<file path="src/rtl/cdb_issue_arbiter_pkg.sv">
// CDB issue arbiter shared definitions.
// Source codes for the CDB result mux and default unit latencies.
package cdb_issue_arbiter_pkg;

  typedef enum logic [1:0] {
    CDB_SRC_NONE = 2'd0,
    CDB_SRC_INT  = 2'd1,
    CDB_SRC_LDST = 2'd2,
    CDB_SRC_MUL  = 2'd3
  } cdb_src_e;

  localparam int DEF_INT_LAT  = 1;
  localparam int DEF_LDST_LAT = 1;
  localparam int DEF_MUL_LAT  = 4;

endpackage

</file>
<file path="src/rtl/cdb_issue_arbiter_slot_shreg.sv">
// CDB reservation table: slot k is the CDB cycle k cycles ahead.
// Ports: clock/reset, per-slot write enables and sources, v vector, slot 0 source.
module cdb_issue_arbiter_slot_shreg
  import cdb_issue_arbiter_pkg::*;
#(
  parameter int DEPTH = DEF_MUL_LAT
) (
  input  logic                  clock,
  input  logic                  reset,
  input  logic [DEPTH-1:0]      i_wr_en,
  input  logic [DEPTH-1:0][1:0] i_wr_src,
  output logic [DEPTH-1:0]      o_v,
  output logic [1:0]            o_src0
);

  logic [DEPTH-1:0]      r_v;
  logic [DEPTH-1:0][1:0] r_src;

  // A write only lands on a slot whose shifted-in
  // neighbour is empty, so write simply overrides shift.
  always_ff @(posedge clock) begin
    if (reset) begin
      r_v   <= '0;
      r_src <= '0;
    end else begin
      for (int k = 0; k < DEPTH-1; k++) begin
        r_v[k]   <= i_wr_en[k] | r_v[k+1];
        r_src[k] <= i_wr_en[k] ? i_wr_src[k]
                                : r_src[k+1];
      end
      r_v[DEPTH-1]   <= i_wr_en[DEPTH-1];
      r_src[DEPTH-1] <= i_wr_en[DEPTH-1]
                        ? i_wr_src[DEPTH-1]
                        : CDB_SRC_NONE;
    end
  end

  assign o_v    = r_v;
  assign o_src0 = r_src[0];

endmodule

</file>
<file path="src/rtl/cdb_issue_arbiter.sv">
// Issue arbiter for INT, LD/ST and MUL queues sharing one CDB.
// Ports: clock, reset, flush, *_ready in; issue_* grants, cdb_valid/cdb_src out.
module cdb_issue_arbiter
  import cdb_issue_arbiter_pkg::*;
#(
  parameter int INT_LAT  = DEF_INT_LAT,
  parameter int LDST_LAT = DEF_LDST_LAT,
  parameter int MUL_LAT  = DEF_MUL_LAT
) (
  input  logic       clock,
  input  logic       reset,
  input  logic       flush,
  input  logic       int_ready,
  input  logic       ldst_ready,
  input  logic       mul_ready,
  output logic       issue_int,
  output logic       issue_ldst,
  output logic       issue_mul,
  output logic       cdb_valid,
  output logic [1:0] cdb_src
);

  logic [MUL_LAT-1:0]      w_v;
  logic [MUL_LAT-1:0]      w_wr_en;
  logic [MUL_LAT-1:0][1:0] w_wr_src;
  logic                    w_gate;
  logic                    w_int_el;
  logic                    w_ldst_el;
  logic                    w_tie;
  cdb_src_e                r_rr_last;

  always_comb begin
    w_gate    = !flush && !reset;
    w_int_el  = w_gate && int_ready
                && !w_v[INT_LAT];
    w_ldst_el = w_gate && ldst_ready
                && !w_v[LDST_LAT];
    // Equal latencies target the same slot.
    w_tie     = (INT_LAT == LDST_LAT)
                && w_int_el && w_ldst_el;
    issue_int  = w_int_el
                 && !(w_tie && r_rr_last == CDB_SRC_INT);
    issue_ldst = w_ldst_el
                 && !(w_tie && r_rr_last == CDB_SRC_LDST);
    issue_mul  = w_gate && mul_ready;
  end

  always_comb begin
    w_wr_en  = '0;
    w_wr_src = '0;
    if (issue_int) begin
      w_wr_en[INT_LAT-1]  = 1'b1;
      w_wr_src[INT_LAT-1] = CDB_SRC_INT;
    end
    if (issue_ldst) begin
      w_wr_en[LDST_LAT-1]  = 1'b1;
      w_wr_src[LDST_LAT-1] = CDB_SRC_LDST;
    end
    if (issue_mul) begin
      w_wr_en[MUL_LAT-1]  = 1'b1;
      w_wr_src[MUL_LAT-1] = CDB_SRC_MUL;
    end
  end

  always_ff @(posedge clock) begin
    if (reset)
      r_rr_last <= CDB_SRC_LDST;
    else if (w_tie)
      r_rr_last <= issue_int ? CDB_SRC_INT
                             : CDB_SRC_LDST;
  end

  cdb_issue_arbiter_slot_shreg #(
    .DEPTH (MUL_LAT)
  ) u_res (
    .clock    (clock),
    .reset    (reset),
    .i_wr_en  (w_wr_en),
    .i_wr_src (w_wr_src),
    .o_v      (w_v),
    .o_src0   (cdb_src)
  );

  assign cdb_valid = w_v[0];

  a_one_writer: assert property (
    @(posedge clock) disable iff (reset)
    !(issue_int && issue_ldst
      && INT_LAT == LDST_LAT));

  a_src_valid: assert property (
    @(posedge clock)
    (cdb_src != CDB_SRC_NONE) == cdb_valid);

endmodule
</file>
<file path="config.mk">
export PLATFORM = sky130hd
export DESIGN_NAME = cdb_issue_arbiter
export DESIGN_NICKNAME = d
export VERILOG_FILES = /design/src/rtl/cdb_issue_arbiter_pkg.sv /design/src/rtl/cdb_issue_arbiter_slot_shreg.sv /design/src/rtl/cdb_issue_arbiter.sv
export SDC_FILE = /design/constraint.sdc
export NUM_CORES = 1
export LEC_CHECK = 0
export BUFFER_PORTS_ARGS = -buffer_cell sky130_fd_sc_hd__buf_4
export CAP_MARGIN = 20
export CORE_AREA = 3 3 40 42
export DETAILED_ROUTE_END_ITERATION = 6
export DIE_AREA = 0 0 43 45
export GPL_ROUTABILITY_DRIVEN = 0
export PLACE_DENSITY = 0.54
export SETUP_SLACK_MARGIN = 0.1
export SYNTH_ARGS = -nofsm -noshare
export SYNTH_HDL_FRONTEND = slang
export SYNTH_SLANG_ARGS = --single-unit
</file>
<file path="constraint.sdc">
create_clock -name clock -period 1.67 [get_ports clock]
set_input_delay 0.0835 -clock clock [delete_from_list [all_inputs] [get_ports clock]]
set_output_delay 0.0835 -clock clock [all_outputs]
set_load 0.01 [all_outputs]
</file>
# ---- After elaboration in Yosys (flattened, before gate mapping)
# Index checks and enable logic that the tools add are counted.
dict set report word_totals {
  regBits 14
  inputBits 6
  output_inout_bits 6
  word_cells 35
}
dict set report classes {
  n_eq_ne 2
  mux 8
  bitwise 2
  reduce_logical 17
}
# cell n
set ops {}
lappend ops {{$logic_and 1x1->1} 11}
lappend ops {{$mux 2} 4}
lappend ops {{$logic_not 1->1} 5}
lappend ops {{$mux 1} 4}
lappend ops {{$eq 2x1->1 const B} 1}
lappend ops {{$eq 2x2->1 const B} 1}
lappend ops {{$reduce_or 2->1} 1}
lappend ops {{$not 1->1} 1}
lappend ops {{$or 1x1->1} 1}

# ---- Depth between registers and ports, before layout
dict set report logic_depth {
  ltp_word 11
  depth_mapped 3
  depth_no_buf 3
}

# ---- By module
# From an unflattened synthesis, not the netlist that was laid out.
dict set report hier_totals {
  hier_cells 54
  area_unflattened_um2 545.5
}
# module instances cells_per_inst area_each_um2 seq_area_each_um2
set by_module_without_submodules {}
lappend by_module_without_submodules {cdb_issue_arbiter_slot_shreg 1 36 397.9 240.2}
lappend by_module_without_submodules {cdb_issue_arbiter 1 18 147.6 40.0}

# ---- Worst setup path after synthesis
# No wires, ideal clock.
dict set report synth_timing {
  path_kind {reg-to-reg}
  startpoint {reg u_res.r_v[1], in the netlist u_res.o_v[1]}
  endpoint {reg r_rr_last[1]}
  t_arrival_ns 1.005
  setup_slack_ns 0.543
  stages_incl_launch_ff 4
  period_less_slack_ns 1.127
  path_cell_list {dfxtp_1 nor4b_4 a21boi_1 a311o_1}
}
dict set report synth_between {
  elab_chain_cells 7
  elab_cells_between_ends 8
  classes_between {mux: 1; reduce/logical: 7}
}
# element line
set synth_lines {}
lappend synth_lines {{start, declared} cdb_issue_arbiter_slot_shreg.sv:16} ;# logic [DEPTH-1:0] r_v;
lappend synth_lines {{start signal, assigned by index} cdb_issue_arbiter_slot_shreg.sv:27} ;# r_v[k] <= i_wr_en[k] | r_v[k+1];
lappend synth_lines {{start signal, assigned by index} cdb_issue_arbiter_slot_shreg.sv:31} ;# r_v[DEPTH-1] <= i_wr_en[DEPTH-1];
lappend synth_lines {{$logic_not 1->1 *} {cdb_issue_arbiter.sv:35, cdb_issue_arbiter.sv:37}}
lappend synth_lines {{$logic_and 1x1->1 (on tied branches)} {cdb_issue_arbiter.sv:35, cdb_issue_arbiter.sv:37}}
lappend synth_lines {{$logic_and 1x1->1} cdb_issue_arbiter.sv:40} ;# && w_int_el && w_ldst_el;
lappend synth_lines {{$logic_and 1x1->1} cdb_issue_arbiter.sv:42} ;# && !(w_tie && r_rr_last == CDB_SRC_INT);
lappend synth_lines {{$logic_not 1->1} cdb_issue_arbiter.sv:42}
lappend synth_lines {{$logic_and 1x1->1} cdb_issue_arbiter.sv:42}
lappend synth_lines {{$mux 2} cdb_issue_arbiter.sv:69} ;# r_rr_last <= issue_int ? CDB_SRC_INT
lappend synth_lines {{end signal, assigned} cdb_issue_arbiter.sv:69}
lappend synth_lines {{end, declared} cdb_issue_arbiter.sv:30} ;# cdb_src_e r_rr_last;
# Mark *: on every way between the ends. The rest lies on a longest branch, timed or not.
# A chain may end at the register's enable or synchronous reset.

# ---- Worst setup path in the final report
dict set report layout_timing {
  startpoint {reg u_res.r_v[1], in the netlist u_res.o_v[1]}
  endpoint {out issue_ldst}
}
dict set report layout_between {
  elab_chain_cells 6
  elab_cells_between_ends 7
  classes_between {reduce/logical: 7}
}
# element line
set layout_lines {}
lappend layout_lines {{$logic_not 1->1 *} {cdb_issue_arbiter.sv:35, cdb_issue_arbiter.sv:37}}
lappend layout_lines {{$logic_and 1x1->1 (on tied branches)} {cdb_issue_arbiter.sv:35, cdb_issue_arbiter.sv:37}}
lappend layout_lines {{$logic_and 1x1->1} cdb_issue_arbiter.sv:40}
lappend layout_lines {{$logic_and 1x1->1} cdb_issue_arbiter.sv:44} ;# && !(w_tie && r_rr_last == CDB_SRC_LDST);
lappend layout_lines {{$logic_not 1->1} cdb_issue_arbiter.sv:44}
lappend layout_lines {{$logic_and 1x1->1 *} cdb_issue_arbiter.sv:44}
lappend layout_lines {{end, declared} cdb_issue_arbiter.sv:17} ;# output logic issue_ldst,
# Marked as above.

==> impl_metrics.py <==
metrics = {
    "clocking": {
        "postCtsSetupBuffers": 0,
        "numCtsBuffers": 3,
        "worst_skew_pair.late_latency_ps": 260,
        "holdBufCountCts": 0,
        "cts_tree": "yes",
        "cts-root-to-sink-buffers": 2,
        "post_cts_resize_count": 0,
        "cts-htree-levels": 1,
        "clk_sink_count": 11,
        "clk_root_buffer_cell": "clkbuf_4",
        "clk_transition_reported_paths_ps": 70,
    },
    "synthesis": {
        "synthCells": 39,
        "synth-compound-area-share_pct": 15.5,
        "post_synth_num_cell_types": 19,
        "number_of_warnings_printed_during_yosys_synthesis": 0,
        "synth_xor_area_share_pct": 0,
        "synth_simple_gate_area_share_pct": 26.6,
        "synth-adder-area-share_pct": 0,
        "yosysSeqAreaShare_pct": 52.5,
        "synth.ff_latch_count": 11,
        "synth_top_family_by_area": "simple AND/OR/NAND/NOR gates",
        "netlist_area_um2": 419,
        "postSynthNetCount": 45,
        "synthesis.area_per_instance_um2": 10.7,
        "yosys-mux-area-fraction_pct": 0,
    },
    "die": {
        "floorplan.die.width_um": 43,
        "die-area_mm2": 0.00194,
        "num_rows": 13,
        "ios": 12,
        "initial_utilization_pct": 32.6,
        "fp.coreArea_mm2": 0.00128,
        "chipHeight_um": 45,
    },
    "setup_path": {
        "worst_ep_required_time_ps": 1590,
        "critPathKind": "register to primary output",
        "endpoint_kind": "primary output",
        "cp_data_arrival_time_ps": 1300,
        "crit_fanout": 5,
        "worst_setup_start_kind": "register",
        "r2r_cells": 3,
    },
    "route": {
        "routed.top_layer": "met3",
        "dr_wl_met3_um": 57,
        "route.layer.met1.wl_um": 326,
        "vias": 324,
        "dr_wl_met2_um": 398,
        "drtIter0Drc": 3,
        "drtAntennaViolNets": 0,
        "pre_repair_dr_iteration_count": 4,
        "drc_errors": 0,
        "viasPerCell": 4.91,
        "wire_per_inst_um": 11.9,
        "routed_wl_um": 783,
    },
    "timing": {
        "final_setup_margin_ps": 287,
        "finalSetupTns_ps": 0,
        "post-route-period-util_pct": 82.8,
        "whs_ps": 38.2,
        "max_clock_freq_mhz": 723,
        "fin_skew_ps": 8.93,
        "final_hold_viol_count": 0,
        "max_slew_margin_pct": 78.3,
        "timing.final.crit_period_ps": 1380,
        "rsz0062_at_grt": "false",
        "drv_slew": 0,
        "finalSetupViolations": 0,
        "tightestPinTransition_ps": 324,
    },
    "layout": {
        "final_layout_size_suffix_gt1_share_pct": 29.4,
        "final.fill_count": 133,
        "layout.cells.most_common_list": "buf_4 (11), dfxtp_1 (11), nor2b_1 (5)",
        "num-nets-final": 58,
        "syn_to_final_growth_pct": 26.0,
        "diodes": 0,
        "multi_input_comb_area_um2": 176,
        "area_of_all_sequential_standard_cells_um2": 220,
    },
    "min_path": {
        "min_path_type": "input port to register",
        "whs_path_depth": 2,
    },
    "grt": {
        "remaining_global_route_overflow": 0,
        "groute.usage.overall_pct": 9.94,
        "number_of_global_route_vias_before_repair": 317,
        "grt_pass1_wl_um": 1350,
        "largest_net_degree_at_the_start_of_global_routing": 15,
        "antenna_found_initial": 0,
    },
    "run_status": {
        "status": "complete, no violations",
    },
    "placement": {
        "pre_cts_ws_ps": 486,
        "detailedPlacementHpwl_um": 601,
        "buffer_ports.inserted": 11,
    },
    "pwr": {
        "vdd_ir_max_mv": 0.554,
        "fin_total_pwr_uw": 501,
        "p_leak_nw": 0.211,
        "p_per_area_mw_per_mm2": 949,
    },
    "flow_run": {
        "max_cap_violations": 0,
    },
}
## path summary, 6_finish.rpt
| path | from | end | slack [ps] |
|---|---|---|---|
| worst min-delay path | flush | u_res.o_v[3] | 40 |
| worst max register to register | u_res.o_v[1] | r_rr_last[1] | 470 |
| worst max-delay path | u_res.o_v[1] | issue_ldst | 290 |
| worst min register to register | u_res.o_v[2] | u_res.o_v[1] | 440 |
## metrics by stage
stage                     cell area (um^2)  utilization [%]  instances
after detailed placement               502             39.0         62
after global routing                   528             41.1         66
final                                  528             41.1         66
after global placement                 502             39.0         62
after floorplan                        419                -         39
after CTS                              528             41.1         66
## registers in the layout, indices dropped and copies added (netlist names)
| register | count |
|---|---|
| u_res.o_src0 | 2 |
| r_rr_last | 2 |
| u_res.r_src | 3 |
| u_res.o_v | 4 |
## cells by family after synthesis
group           count (synthesis)
buf+inv                         4
compound gates                  9
simple gates                   15
flops                          11
## power breakdown
group	internal (mW)	switching, mW	leakage (nW)	total [mW]
combinational	0.0274	0.0244	0.107	0.0518
clock	0.0922	0.0824	0.0150	0.175
sequential	0.271	0.00350	0.0898	0.275
total	0.391	0.110	0.211	0.501
## cells in the mapped netlist
cell type  count  area share [%]
dfxtp_1       11              53
a311oi_1       1             2.1
clkbuf_1       1            0.89
nand3b_1       1             1.8
nor3b_1        3             5.4
nand2_1        1            0.89
nor3_1         2             2.4
nand2b_1       1             1.5
a21oi_1        2             2.4
nor2b_1        5             7.5
a21boi_1       1             1.8
inv_1          1            0.89
o21bai_1       2             3.6
a311o_1        1             2.4
buf_4          2             3.6
a31oi_1        1             1.5
nor4b_4        1             5.7
and3_1         1             1.5
o21a_1         1             1.8
## metal layers
| layer | vias to the layer above | track usage [%] |
|---|---|---|
| met5 | - | 0 |
| met4 | 0 | 9.04 |
| met3 | 0 | 3.19 |
| met2 | 14 | 15.3 |
| met1 | 149 | 10.9 |
| li1 | 161 | - |
## critical path, cell delays in order, from the launching register on
cell     delay, ps
dfxtp_1        340
nor4b_4        320
o21a_1         230
buf_4          140
## cell type report
| type | instances | share of cell area, % |
|---|---|---|
| Timing Repair Buffer | 11 | 15.6 |
| Clock buffer | 4 | 4.98 |
| Inverter | 1 | 0.711 |
| Multi-Input combinational cell | 24 | 33.4 |
| Tap cell | 15 | 3.55 |
| Sequential cell | 11 | 41.7 |
(Power assumes the default switching activity.)
